File: src/rtl/registrador_sipo.sv
// Serial-in, parallel-out receiver: assembles framed serial bits into WIDTH-bit words
// and hands them to a consumer through a valid/ready holding register.
module registrador_sipo #(
    parameter int WIDTH     = 4,
    parameter bit LSB_FIRST = 1'b1
) (
    input  logic                     clk,
    input  logic                     reset,
    input  logic                     enable,
    input  logic                     serial_in,
    input  logic                     frame_start,
    input  logic                     out_ready,
    output logic [WIDTH-1:0]         parallel_out,
    output logic                     out_valid,
    output logic                     busy,
    output logic [$clog2(WIDTH)-1:0] bit_count,
    output logic                     overrun,
    output logic                     frame_error
);
    localparam int CW = $clog2(WIDTH);

    typedef enum logic {IDLE = 1'b0, RECV = 1'b1} state_t;

    state_t           state_reg;
    logic [WIDTH-1:0] shift_reg;
    logic [WIDTH-1:0] parallel_reg;
    logic [CW-1:0]    count_reg;
    logic             valid_reg;
    logic             busy_reg;
    logic             overrun_reg;
    logic             frame_error_reg;

    logic             capture;
    logic             last_bit;
    logic [CW-1:0]    pos_next;
    logic [CW-1:0]    idx_next;
    logic [WIDTH-1:0] base_word;
    logic [WIDTH-1:0] word_next;

    // A frame_start bit always begins a fresh word, so it overlays an empty word at position 0.
    assign capture   = enable && (frame_start || state_reg == RECV);
    assign last_bit  = capture && !frame_start && (count_reg == CW'(WIDTH - 1));
    assign pos_next  = frame_start ? '0 : count_reg;
    assign idx_next  = LSB_FIRST ? pos_next : (CW'(WIDTH - 1) - pos_next);
    assign base_word = frame_start ? '0 : shift_reg;

    generate
        for (genvar gi = 0; gi < WIDTH; gi++) begin : g_insert
            assign word_next[gi] = (idx_next == CW'(gi)) ? serial_in : base_word[gi];
        end
    endgenerate

    always_ff @(posedge clk or negedge reset) begin
        if (!reset) begin
            state_reg       <= IDLE;
            shift_reg       <= '0;
            parallel_reg    <= '0;
            count_reg       <= '0;
            valid_reg       <= 1'b0;
            busy_reg        <= 1'b0;
            overrun_reg     <= 1'b0;
            frame_error_reg <= 1'b0;
        end else begin
            overrun_reg     <= 1'b0;
            frame_error_reg <= 1'b0;
            if (valid_reg && out_ready) begin
                valid_reg <= 1'b0;
            end
            if (capture) begin
                shift_reg <= word_next;
                if (frame_start) begin
                    frame_error_reg <= (state_reg == RECV);
                    count_reg       <= CW'(1);
                    state_reg       <= RECV;
                    busy_reg        <= 1'b1;
                end else if (last_bit) begin
                    count_reg <= '0;
                    state_reg <= IDLE;
                    busy_reg  <= 1'b0;
                    // Holding register is free if empty or being drained on this same edge.
                    if (!valid_reg || out_ready) begin
                        parallel_reg <= word_next;
                        valid_reg    <= 1'b1;
                    end else begin
                        overrun_reg <= 1'b1;
                    end
                end else begin
                    count_reg <= count_reg + CW'(1);
                end
            end
        end
    end

    assign parallel_out = parallel_reg;
    assign out_valid    = valid_reg;
    assign busy         = busy_reg;
    assign bit_count    = count_reg;
    assign overrun      = overrun_reg;
    assign frame_error  = frame_error_reg;
endmodule

File: config.mk
export PLATFORM = sky130hd
export DESIGN_NAME = registrador_sipo
export DESIGN_NICKNAME = d
export VERILOG_FILES = /design/src/rtl/registrador_sipo.sv
export SDC_FILE = /design/constraint.sdc
export NUM_CORES = 1
export LEC_CHECK = 0
export CAP_MARGIN = 20
export CORE_AREA = 5 5 42 44
export CTS_BUF_LIST = sky130_fd_sc_hd__clkbuf_2 sky130_fd_sc_hd__clkbuf_4 sky130_fd_sc_hd__clkbuf_8
export DETAILED_ROUTE_END_ITERATION = 7
export DIE_AREA = 0 0 47 49
export HOLD_SLACK_MARGIN = 0.05
export MAX_ROUTING_LAYER = met4
export PLACE_DENSITY = 0.74
export SLEW_MARGIN = 0
export SYNTH_ARGS = -nofsm -noshare
export SYNTH_HDL_FRONTEND = slang
export SYNTH_SLANG_ARGS = --single-unit
File: constraint.sdc
create_clock -name clk -period 4 [get_ports clk]
set_clock_uncertainty 0.15 [all_clocks]
set_input_delay 0.4 -clock clk [delete_from_list [all_inputs] [get_ports clk]]
set_output_delay 0.4 -clock clk [all_outputs]
set_load 0.01 [all_outputs]
==> metrics.md <==
| Metric | Value |
|---|---|
| Layout area overhead | `29.1%` |
| Worst Max-Slew Pin Slew | `0.960 ns` |
| WL final | `1260 um` |
| Vias in the first global route | `521` |
| Nets | `81` |
| Post-route DRC | `0` |
| Worst setup EP type | `flop` |
| Placer Congestion | `approximately 0.67` |
| Final period util | `between 50 and 60%` |
| Chip height | `49 um` |
| Slowest cell on crit path | `o21ai_0` |
| Placed Cells incl. Taps | `85` |
| Wire length on met3 | `33 um` |
| DPL Wire Length | `~930 um` |
| Main flop type after synthesis | `dfrtp_1` |
| Total CTS buffers | `3` |
| Slew Limit Fails | `0` |
| Wire length per cell | `roughly 14 um` |
| Die X | `47 um` |
| First-pass GRT wire length | `~2300 um` |
| Final worst slack | `around 1.8 ns` |
| Final instance area | `817 um2` |
| Final setup fails | `0` |
| Root Buffer | `clkbuf_4` |
| # clock sinks | `14` |
| DP Area | `795 um2` |
| Overall routing resource usage | `14.1%` |
| Met2 routed WL | `603 um` |
| Post-CTS Resized | `0` |
| Worst Path Required | `4.02 ns` |
| Status | `complete, no violations` |
| Share of the synthesized area in the top cell type | `55.3%` |
| Setup WS pre-CTS | `1.48 ns` |
| Sequential fraction of the synthesis area | `55.3%` |
| Crit-path leading delay family | `compound AO/OA/AOI/OAI gates` |
| P_leak | `0.000370 uW` |
| Count leader, synth | `dfrtp_1` |
| Syn Inst Count | `56` |
| Top layer reached by signal wires | `met4` |
| Crit Path Max Fanout | `13` |
| Critical path class | `input pin to flop` |
| Layout Cells excl Fill | `88` |
| # IOs | `16` |
| Synth area leaders | `dfrtp_1, mux2i_1, o21ai_0, nand2_1, o41ai_1` |
| Number of different library cells in the post-synthesis netlist | `19` |
| Cts hold-fix bufs | `0` |
| Post-synth top cells | `dfrtp_1, nand2_1, o21ai_0` |
| Starting Density | `~45%` |
| CP Cell Sequence | `clkdlybuf4s50_1 > o21ai_0 > mux2_2` |
| Mapped Avg Cell Area | `11.3 um2` |
| Slowest cell delay on critical path | `0.84 ns` |
| Clock Latency Late Sink | `approximately 0.28 ns` |
| Htree depth | `1` |
| Post-route antenna net violation count | `0` |
| Share of cells above drive strength 1 | `approximately 9.7%` |
| FF+latch count, synth | `14` |
| Hold Vio Cnt, Final | `0` |
| HP Class | `input pin to async pin` |
| Power per Cell Area | `539 mW/mm2` |
| CP Buf/Inv Count | `1` |
| Yosys top cell by area | `dfrtp_1` |
| CTS tree | `built` |
| Net count after synthesis | `63` |
| Worst-path clk slew | `0.08 ns` |
| Vias post-DR | `485` |
| Largest net degree at the start of global routing | `15` |
| Worst rel slew slack | `35.3%` |
| Post-route setup TNS | `0 ns` |
| RSZ-0062 raised after global routing | `no` |
| Async S/R FF share, synth | `100%` |
| Congestion Overflow GR | `0` |
| Clk buf depth | `2` |
| Met1 wire length | `590 um` |
| Die area | `about 0.0023 mm2` |
| Core Area | `0.00140 mm2` |
| Initial antenna violation count | `0` |
| IR drop worst, VDD | `0.301 mV` |
| CP Depth | `3` |
| Antenna cells | `0` |
| Initial DRC Count | `5` |
| YS warnings | `0` |
| Site Rows | `14` |
| Reg2reg path depth | `2` |
| Post-synth EDFFs | `0` |
| Hold Slack | `0.346 ns` |
| Port bufs | `15` |
| CP startpoint kind | `input pin` |
| Detailed-route vias per instance | `5.51` |
| Number of detailed-route iterations in the first pass | `4` |
| Worst EP arrival | `2.26 ns` |
| Netlist Area Pre-Place | `approximately 630 um2` |
| Minimum clock period | `roughly 2.2 ns` |
| MaxCap Viol Count | `0` |
| Setup bufs post-CTS | `0` |
| F_max | `446 MHz` |
-- cells in the final DEF, fill, tap and decap left out --
cell type        Yosys  layout
clkdlybuf4s50_1      0      15
dfrtp_1             14      14
nand2_1              8       8
o21ai_0              6       6
nor2_1               4       4
nand2b_1             3       3
mux2i_1              3       3
o41ai_1              3       3
o31ai_1              3       3
clkbuf_4             0       3
mux2_2               2       2
and3_1               1       1
nand4b_2             1       1
nor2b_1              1       1
or2b_1               1       1
a22o_1               1       1
o21bai_1             1       1
mux2_4               1       1
ha_1                 1       1
-- path summary, 6_finish.rpt --
check	from	endpoint	slack, ns
min in group clk	shift_reg[1]$_DFFE_PN0P_	shift_reg[1]$_DFFE_PN0P_	0.35
max in group asynchronous	reset	bit_count[1]$_DFFE_PN0P_	2.96
worst min register to register	shift_reg[1]$_DFFE_PN0P_	shift_reg[1]$_DFFE_PN0P_	0.35
worst max register to register	busy$_DFFE_PN0P_	shift_reg[0]$_DFFE_PN0P_	2.12
worst max-delay path	frame_start	shift_reg[0]$_DFFE_PN0P_	1.76
worst min-delay path	reset	parallel_out[3]$_DFFE_PN0P_	0.35
-- report_power, final --
group          leakage, uW  switching, uW  total (uW)  internal (uW)
clock network    0.0000138           43.1        78.0           35.0
registers         0.000182           30.1         206            176
logic             0.000175           66.9         156           88.9
-- layout make-up --
class	instances	area (um2)
Clock buffer	3	22.5
Fill cell	122	584
Multi-Input combinational cell	40	274
Sequential cell	14	350
Tap cell	16	20.0
Timing Repair Buffer	15	150
-- cells by family (layout without fill, tap and decap cells) --
group / after synthesis / count (layout) / share of synthesized area (%)
AOI/OAI and AO/OA: 14 / 14 / 15.0
and+or+nand+nor: 19 / 19 / 15.6
DFF: 14 / 14 / 55.3
muxes: 6 / 6 / 10.7
buffers and inverters: 2 / 18 / 1.38
adders and majority gates: 1 / 1 / 1.98
-- per-layer routing --
metal,GRT usage (%),vias up
met3,2.21,5
li1,-,235
met4,8.29,0
met5,-,-
met2,20.1,8
met1,18.3,237
-- per-stage QoR --
step | total power [uW] | util, %
5_1_grt | 474 | 58.3
6_report | 440 | 58.3
4_1_cts | 444 | 58.3
3_3_place_gp | 361 | 56.7
3_5_place_dp | 365 | 56.7
2_1_floorplan | 286 | -
No activity file was read; power rests on OpenSTA's default activity.
